File: src/rtl/cpu_pkg.sv
// Shared CPU definitions: arbiter state encoding and the default address/data
// widths used by the fetch stage, the memory stage and the unified memory.
package cpu_pkg;

  localparam int unsigned ADDR_W_DEF = 16;
  localparam int unsigned DATA_W_DEF = 16;

  // Memory port arbiter states
  typedef enum logic [1:0] {
    StIdle   = 2'b00,
    StIfBusy = 2'b01,
    StDmBusy = 2'b10,
    StIfDrop = 2'b11
  } arb_state_e;

endpackage

File: src/rtl/arb_wait_timer.sv
// Wait timer for the memory port arbiter.
// Up-counter with synchronous clear and count enable. tc_o is high in the
// enabled cycle in which the count would reach Limit.
//   clk_i   clock
//   rst_ni  asynchronous active-low reset
//   clr_i   clear count to zero (wins over en_i)
//   en_i    count this cycle
//   tc_o    terminal count reached this cycle
module arb_wait_timer #(
  parameter int unsigned Limit = 63,
  parameter int unsigned Width = 6
) (
  input  logic clk_i,
  input  logic rst_ni,
  input  logic clr_i,
  input  logic en_i,
  output logic tc_o
);

  logic [Width-1:0] count_q, count_d;

  always_comb begin
    count_d = count_q;
    if (clr_i) begin
      count_d = '0;
    end else if (en_i) begin
      count_d = count_q + 1'b1;
    end
  end

  assign tc_o = en_i & ~clr_i & (count_q == Width'(Limit - 1));

  always_ff @(posedge clk_i or negedge rst_ni) begin
    if (!rst_ni) begin
      count_q <= '0;
    end else begin
      count_q <= count_d;
    end
  end

endmodule

File: src/rtl/mem_port_arb.sv
// Memory port arbiter: shares the single-ported unified memory between the
// fetch stage (reads) and the memory stage (loads/stores). One transaction is
// outstanding at a time; the data stage wins ties. A fetch flushed while in
// flight is drained and discarded. A stuck transaction is abandoned after
// MAX_WAIT-1 busy cycles and flagged on err.
//   clk, rst                       clock, asynchronous active-low reset
//   if_req/if_addr                 fetch request (held until if_done)
//   if_done/if_rdata               fetch completion pulse and instruction word
//   dm_req/dm_wr/dm_addr/dm_wdata  data request (held until dm_done)
//   dm_done/dm_rdata               data completion pulse and load data
//   flush_fetch                    cancels the pending or in-flight fetch
//   stall_fetch/stall_mem          pipe-register freeze requests
//   mem_en/mem_wr/mem_addr/mem_wdata  memory issue strobe and command
//   mem_rdata/mem_done             memory response
//   err                            sticky timeout flag
module mem_port_arb
  import cpu_pkg::*;
#(
  parameter int unsigned ADDR_W   = ADDR_W_DEF,
  parameter int unsigned DATA_W   = DATA_W_DEF,
  parameter int unsigned MAX_WAIT = 64
) (
  input  logic              clk,
  input  logic              rst,
  input  logic              if_req,
  input  logic [ADDR_W-1:0] if_addr,
  output logic              if_done,
  output logic [DATA_W-1:0] if_rdata,
  input  logic              dm_req,
  input  logic              dm_wr,
  input  logic [ADDR_W-1:0] dm_addr,
  input  logic [DATA_W-1:0] dm_wdata,
  output logic              dm_done,
  output logic [DATA_W-1:0] dm_rdata,
  input  logic              flush_fetch,
  output logic              stall_fetch,
  output logic              stall_mem,
  output logic              mem_en,
  output logic              mem_wr,
  output logic [ADDR_W-1:0] mem_addr,
  output logic [DATA_W-1:0] mem_wdata,
  input  logic [DATA_W-1:0] mem_rdata,
  input  logic              mem_done,
  output logic              err
);

  localparam int unsigned TimerW = $clog2(MAX_WAIT);

  arb_state_e        state_q, state_d;
  logic              if_done_q, dm_done_q, dm_wr_q, err_q;
  logic [DATA_W-1:0] if_rdata_q, dm_rdata_q;
  logic              dm_grant, if_grant;
  logic              busy, tc, timeout;

  assign busy    = (state_q != StIdle);
  assign timeout = tc & ~mem_done;

  arb_wait_timer #(
    .Limit (MAX_WAIT - 1),
    .Width (TimerW)
  ) u_wait_timer (
    .clk_i  (clk),
    .rst_ni (rst),
    .clr_i  (~busy),
    .en_i   (busy),
    .tc_o   (tc)
  );

  // State register
  always_ff @(posedge clk or negedge rst) begin
    if (!rst) begin
      state_q <= StIdle;
    end else begin
      state_q <= state_d;
    end
  end

  // Next state
  always_comb begin
    state_d = state_q;
    unique case (state_q)
      StIdle: begin
        if (dm_grant) begin
          state_d = StDmBusy;
        end else if (if_grant) begin
          state_d = StIfBusy;
        end
      end
      StIfBusy: begin
        if (mem_done || timeout) begin
          state_d = StIdle;
        end else if (flush_fetch) begin
          state_d = StIfDrop;
        end
      end
      StDmBusy, StIfDrop: begin
        if (mem_done || timeout) begin
          state_d = StIdle;
        end
      end
      default: state_d = StIdle;
    endcase
  end

  // Issue outputs. A requester whose done pulse is showing is not re-granted;
  // reset gates the grant so the strobe drops asynchronously with rst.
  always_comb begin
    dm_grant  = rst & (state_q == StIdle) & dm_req & ~dm_done_q;
    if_grant  = rst & (state_q == StIdle) & ~dm_grant & if_req & ~if_done_q & ~flush_fetch;
    mem_en    = dm_grant | if_grant;
    mem_wr    = dm_grant & dm_wr;
    mem_addr  = '0;
    mem_wdata = '0;
    if (dm_grant) begin
      mem_addr  = dm_addr;
      mem_wdata = dm_wdata;
    end else if (if_grant) begin
      mem_addr  = if_addr;
    end
  end

  // Completion pulses, returned data and the sticky error
  always_ff @(posedge clk or negedge rst) begin
    if (!rst) begin
      if_done_q  <= 1'b0;
      dm_done_q  <= 1'b0;
      dm_wr_q    <= 1'b0;
      err_q      <= 1'b0;
      if_rdata_q <= '0;
      dm_rdata_q <= '0;
    end else begin
      if_done_q <= (state_q == StIfBusy) & mem_done & ~flush_fetch;
      dm_done_q <= (state_q == StDmBusy) & mem_done;
      if (dm_grant) begin
        dm_wr_q <= dm_wr;
      end
      if ((state_q == StIfBusy) && mem_done && !flush_fetch) begin
        if_rdata_q <= mem_rdata;
      end
      if ((state_q == StDmBusy) && mem_done && !dm_wr_q) begin
        dm_rdata_q <= mem_rdata;
      end
      if (timeout) begin
        err_q <= 1'b1;
      end
    end
  end

  // A flush arriving with the fetch pulse hides it from the pipeline
  assign if_done  = if_done_q & ~flush_fetch;
  assign dm_done  = dm_done_q;
  assign if_rdata = if_rdata_q;
  assign dm_rdata = dm_rdata_q;
  assign err      = err_q;

  assign stall_mem   = dm_req & ~dm_done;
  assign stall_fetch = (if_req & ~if_done) | stall_mem;

endmodule

File: config.mk
export PLATFORM = sky130hd
export DESIGN_NAME = mem_port_arb
export DESIGN_NICKNAME = d
export VERILOG_FILES = /design/src/rtl/cpu_pkg.sv /design/src/rtl/arb_wait_timer.sv /design/src/rtl/mem_port_arb.sv
export SDC_FILE = /design/constraint.sdc
export NUM_CORES = 1
export LEC_CHECK = 0
export ABC_AREA = 1
export CORE_MARGIN = 2
export CORE_UTILIZATION = 30
export CTS_CLUSTER_DIAMETER = 200
export DETAILED_ROUTE_END_ITERATION = 10
export PLACE_DENSITY = 0.7
export SLEW_MARGIN = 0
export SYNTH_ARGS = -nofsm -noshare
export SYNTH_HDL_FRONTEND = slang
export SYNTH_HIERARCHICAL = 1
export SYNTH_SLANG_ARGS = --single-unit
File: constraint.sdc
create_clock -name clk -period 2.31 [get_ports clk]
set_clock_uncertainty 0.05 [all_clocks]
set_input_delay 0.5775 -clock clk [delete_from_list [all_inputs] [get_ports clk]]
set_output_delay 0.5775 -clock clk [all_outputs]
set_load 0.01 [all_outputs]
==> flow_summary.toml, run 1 <==
[synth]
synth.mux.area_fraction_pct = 0
ys.flop_type = "dfrtp_1"
synth.distinct_cells = 25
synth_compound_area_share_pct = 12.6
synth_xor_xnor_area_share_pct = 0
synth_area_per_cell_sq_um = 8.09
syn_area_sq_um = 2370
yosysWarnings = 6
ys_seq_elements = 44
synth_top_family_by_area = "simple AND/OR/NAND/NOR gates"
ys_seq_area_share_pct = 46.5
netlist_instances = 293
synth_enable_flop_cells = 0
synth_fa_ha_area_share_pct = 1.06
yosys.area_share.simple_pct = 28.1
synth_nets = 366
synthArstFlopShare_pct = 100

[placement]
portBuffers = 141
gp_congestion = 0.818
dp_hpwl_um = 5090
post_dp_cell_area_sq_um = 3960
place_ws_ns = -0.575

[setup_path]
slowest_delay_ns = 0.37
crit_path_start_kind = "flip-flop"
worst-r2r-setup-slack_ns = 0.34
cp.arrival_ns = 1.60
required_ns = 1.68
path_delay_family = "buffers and inverters"
critical_path.endpoint = "mem_addr[2]"
reg2reg_from = "state_q[1]"
worst_r2r_path_depth = 11
crit_path_top_delay_cell = "dfrtp_1"
worst-path-stages = 8
endpoint_kind = "output port"
r2r_end = "state_q[0]"
cp_max_fo = 8
path_buf_inv = 4
crit_start = "if_done_q"
crit_path_cell_trace = "inv_2, nand2_2, nor3_4, buf_6, buf_12, nand3_1, nand2_1, clkdlybuf4s15_1"
crit_type = "reg2out"

[timing]
worst_pin_slew_ns = 0.542
fin_crit_sh_pct = 96.5
fmax_mhz = 449
setup_tns_ns = 0
whs_ns = 0.374
slew_viol_final = 0
max-slew-margin-rel_pct = 63.9
hold_viol_final = 0
setup_viol = 0
final.setup.worst_slack_ns = 0.0808
timing.final.crit_period_ns = 2.23

[pwr]
ir_worst_vdd_mv = 0.579
pwr-share-seq_pct = 32.2
combPwrFrac_pct = 52.1
p_per_area_nw_per_um2 = 972
p_sw_share_pct = 36.2
p_int_w = 0.00254
p_clk_share_pct = 15.7
switching_power_w = 0.00144
leakage_nw = 2.10

[route]
drt-total-wl_um = 7030
routed_via_density = 4.35
drt-wirelength-per-cell_um = 12.5
first_pass_iters = 4
via_count = 2451
drtAntennaViolNets = 0
route.detailed.drc = 0
first_iter_violations = 87

[die]
die_x_um = 92.9
core-area_sq_um = 7690
rows = 32
pin_count = 142
initial_core_util_pct = 30.8
chipHeight_um = 92.9
die-area_sq_um = 8630

[status]
status = "complete, no violations"

[run]
cap_violations = 0

[clock_network]
clockRootBuffer = "clkbuf_8"
clk_pin_slew_ns = 0.09
cts.sink_count = 44
clkLatencyLatePin_ns = 0.29
htreeDepth = 2
numCtsBuffers = 5
ctsLongestPathBuffers = 2
tritoncts = "built"

[global_route]
grt_pass1_vias = 2489
antenna_found_initial = 0
grt-ovfl-total = 0
grtUsageTotal_pct = 16.1
grt_first_pass_wirelength_um = 11200
grt_max_degree = 45

[layout]
drive_gt1_share_pct = 25.3
final_cell_area_sq_um = 4090
n_fill_cell = 746
n_antenna_cell = 0
multi_input_area_sq_um = 1000
fin_nets = 534
regArea_sq_um = 1100
postLayoutCoreUtil_pct = 53.3
areaGrowthSynthToFinish_pct = 72.8

[min_path]
hp-class = "in2async"
-- what timing repair did --
item                       CTS  global route
cloned                       1             0
setup endpoints to repair   37            33
resized for setup           82            51
buffers inserted            12             2
pin swaps                    6             5
hold buffers                 0             0
-- registers in the layout (all words and copies together) (netlist names) --
signal / cells
dm_done: 1
dm_wr_q: 1
if_rdata: 16
err: 1
dm_rdata: 16
if_done_q: 1
u_wait_timer/count_q: 6
state_q: 2
-- synth_stat cells, types with 3 or more instances --
master	number	area share [%]
nand2_1	84	13
inv_1	45	7.1
o21ai_1	12	2.5
nand3_1	23	4.9
nor2_1	24	3.8
nor2_2	5	1.3
buf_4	3	0.95
o21ai_2	20	7.4
o21ai_0	5	1.1
a21oi_1	3	0.63
dfrtp_1	44	46
buf_6	6	2.9
-- kinds of logic (layout without fill, tap and decap cells) --
family / count (synthesis) / count (layout)
and+or+nand+nor: 146 / 146
buffers and inverters: 58 / 227
DFF: 44 / 44
AOI/OAI and AO/OA: 43 / 43
adders and majority gates: 2 / 2
-- layout make-up --
class	instances	area share, %
Clock buffer	6	2.02
Clock inverter	2	0.947
Inverter	48	4.55
Multi-Input combinational cell	191	24.5
Sequential cell	44	26.9
Tap cell	102	3.12
Timing Repair Buffer	171	38.0
-- layout by cell type (no fill, tap or decap), types with 3 or more instances in the layout --
cell,count
clkdlybuf4s50_1,102
nand2_1,82
dfrtp_1,44
inv_1,42
clkbuf_2,26
nor2_1,24
nand3_1,21
o21ai_2,20
buf_4,20
o21ai_1,12
buf_2,8
clkbuf_8,6
buf_6,6
nor2_2,5
o21ai_0,5
inv_2,4
nand2_2,4
buf_12,4
nand3_2,3
a21oi_1,3
-- per-layer routing --
metal,global-route usage (%),wire length [um]
met1,18.0,2710
met2,28.6,3380
met3,5.86,855
met4,4.41,80
met5,0,0
-- power by group through the flow --
stage,sequential (W),clock [W],combinational [W]
6_report,0.00128,0.000623,0.00207
5_1_grt,0.00132,0.000678,0.00227
4_1_cts,0.00129,0.000642,0.00211
3_5_place_dp,0.00129,0,0.00205
3_3_place_gp,0.00128,0,0.00202
2_1_floorplan,0.00142,0,0.000833
-- how the worst min path moves through the flow --
stage	startpoint	endpoint	slack, ns	cells past startpoint
floorplan	rst	dm_done	0.23	0
global placement	err	err	0.40	1
detailed placement	err	err	0.40	1
CTS	rst	if_rdata[4]	0.40	2
global route	rst	if_rdata[3]	0.42	2
finish	rst	if_rdata[5]	0.37	2
-- worst reg2reg max path: stages, from the launching register on --
cell     delay, ns
dfrtp_1       0.40
nor2_4        0.06
buf_4         0.13
buf_4         0.13
inv_1         0.19
nand2_1       0.12
nor3_1        0.31
nor2_1        0.12
o21ai_0       0.16
nand2_1       0.10
nand2_1       0.06
nand2_1       0.04
-- through the flow --
stage | std cells | power (W)
after CTS | 562 | 0.00404
after global routing | 564 | 0.00428
after floorplan | 293 | 0.00225
after global placement | 541 | 0.00330
final | 564 | 0.00398
after detailed placement | 541 | 0.00334
Note: power is estimated with default switching activity, not from simulation.
==> run 2: changes to the inputs <==
==> constraint.sdc (replaced) <==
create_clock -name clk -period 2.31 [get_ports clk]
set_clock_uncertainty 0.05 [all_clocks]
set_input_delay 0.5775 -clock clk [delete_from_list [all_inputs] [get_ports clk]]
set_output_delay 0.5775 -clock clk [all_outputs]
set_load 0.02 [all_outputs]
==> flow_summary.toml, run 2 (synthesized netlist as in run 1, its figures left out) <==
[layout]
drive_gt1_share_pct = 23.6
fin_nets = 526
layout_common_cells = "100 x clkdlybuf4s50_1, 77 x nand2_1, 44 x dfrtp_1"
layout_commonest_cell = "clkdlybuf4s50_1"
areaGrowthSynthToFinish_pct = 78.8
postLayoutCoreUtil_pct = 55.1
n_antenna_cell = 0
final_cell_area_sq_um = 4240

[pwr]
p_clk_share_pct = 14.3
p_per_area_nw_per_um2 = 1010
leakage_nw = 2.09
combPwrFrac_pct = 55.7
p_sw_share_pct = 40.2
finalPower_w = 0.00428
pwr-share-seq_pct = 30.0
ir_worst_vdd_mv = 0.638
p_int_w = 0.00256
switching_power_w = 0.00172

[global_route]
grt_pass1_vias = 2373
grtUsageTotal_pct = 15.9
antenna_found_initial = 0
grt_first_pass_wirelength_um = 11100
grt_max_degree = 45
grt-ovfl-total = 0

[clock_network]
cts.sink_count = 44
clockRootBuffer = "clkbuf_8"
tritoncts = "built"
clk_pin_slew_ns = 0.08
htreeDepth = 2
ctsLongestPathBuffers = 2
numCtsBuffers = 5
clkLatencyLatePin_ns = 0.29

[die]
rows = 32
chipHeight_um = 92.9
initial_core_util_pct = 30.8
die_x_um = 92.9
core-area_sq_um = 7690
die-area_sq_um = 8630
pin_count = 142

[timing]
fin_crit_sh_pct = 96.5
hold_viol_final = 0
setup_tns_ns = 0
timing.final.crit_period_ns = 2.23
worst_pin_slew_ns = 0.555
fmax_mhz = 449
rsz0062_at_grt = "true"
max-slew-margin-rel_pct = 63.0
setup_viol = 0
whs_ns = 0.364
slew_viol_final = 0

[setup_path]
crit_type = "reg2out"
worst-r2r-setup-slack_ns = 0.46
required_ns = 1.68
path_buf_inv = 4
crit_path_top_delay_cell = "dfrtp_1"
crit_path_start_kind = "flip-flop"
endpoint_kind = "output port"
cp_max_fo = 8
path_delay_family = "buffers and inverters"
slowest_delay_ns = 0.36
cp.arrival_ns = 1.60
crit_path_cell_trace = "inv_1, nand2_2, nor3_4, buf_12, buf_16, nand3_2, nand2_1, buf_6"

[route]
drt-total-wl_um = 7010
drtAntennaViolNets = 0
via_count = 2417
route.detailed.drc = 0
drt-wirelength-per-cell_um = 12.6
routed_via_density = 4.35
first_iter_violations = 56
first_pass_iters = 4

[min_path]
hp-class = "in2async"

[placement]
gp_congestion = 0.801
portBuffers = 141
dp_hpwl_um = 5060
post_dp_cell_area_sq_um = 3950

[status]
status = "complete, no violations"

[run]
cap_violations = 0
run 2: stage by stage:
stage,instances,worst slack [ns]
3_5_place_dp,540,-0.637
6_report,556,0.0815
5_1_grt,556,-0.0136
3_3_place_gp,540,-0.604
2_1_floorplan,293,0.192
4_1_cts,556,-0.0164
run 2: layer usage:
metal | vias to the layer above | part of all wire, % | track usage [%]
met4 | 0 | 0.37 | 3.31
li1 | 1217 | - | -
met2 | 94 | 49 | 28.0
met3 | 2 | 11 | 6.75
met5 | - | 0 | 0
met1 | 1104 | 40 | 17.9
run 2: cell type report:
type	instances	area (sq um)
Fill cell	693	3450
Tap cell	102	128
Inverter	48	186
Clock buffer	6	82.6
Timing Repair Buffer	163	1640
Clock inverter	2	38.8
Sequential cell	44	1100
Multi-Input combinational cell	191	1060
run 2: worst paths after layout:
kind                               end  startpoint  depth (start not counted)
setup / recovery           mem_addr[0]   if_done_q                          8
hold / removal             dm_rdata[6]         rst                          2
min in group clk                   err         err                          1
hold reg to reg                    err         err                          1
setup reg to reg            state_q[0]  state_q[1]                         10
max in group asynchronous      dm_wr_q         rst                          2
run 2: power by group through the flow:
stage / logic (W) / registers (W) / clock network [W]
global placement: 0.00229 / 0.00128 / 0
finish: 0.00238 / 0.00128 / 0.000614
CTS: 0.00237 / 0.00129 / 0.000636
floorplan: 0.000894 / 0.00163 / 0
global route: 0.00259 / 0.00132 / 0.000670
detailed placement: 0.00233 / 0.00129 / 0
run 2: timing repair:
item | in CTS | in global routing
pin swaps | 4 | 12
setup endpoints to repair | 37 | 34
gates resized for setup | 113 | 50
cloned | 2 | 0
hold buffers | 0 | 0
buffers inserted | 6 | 0
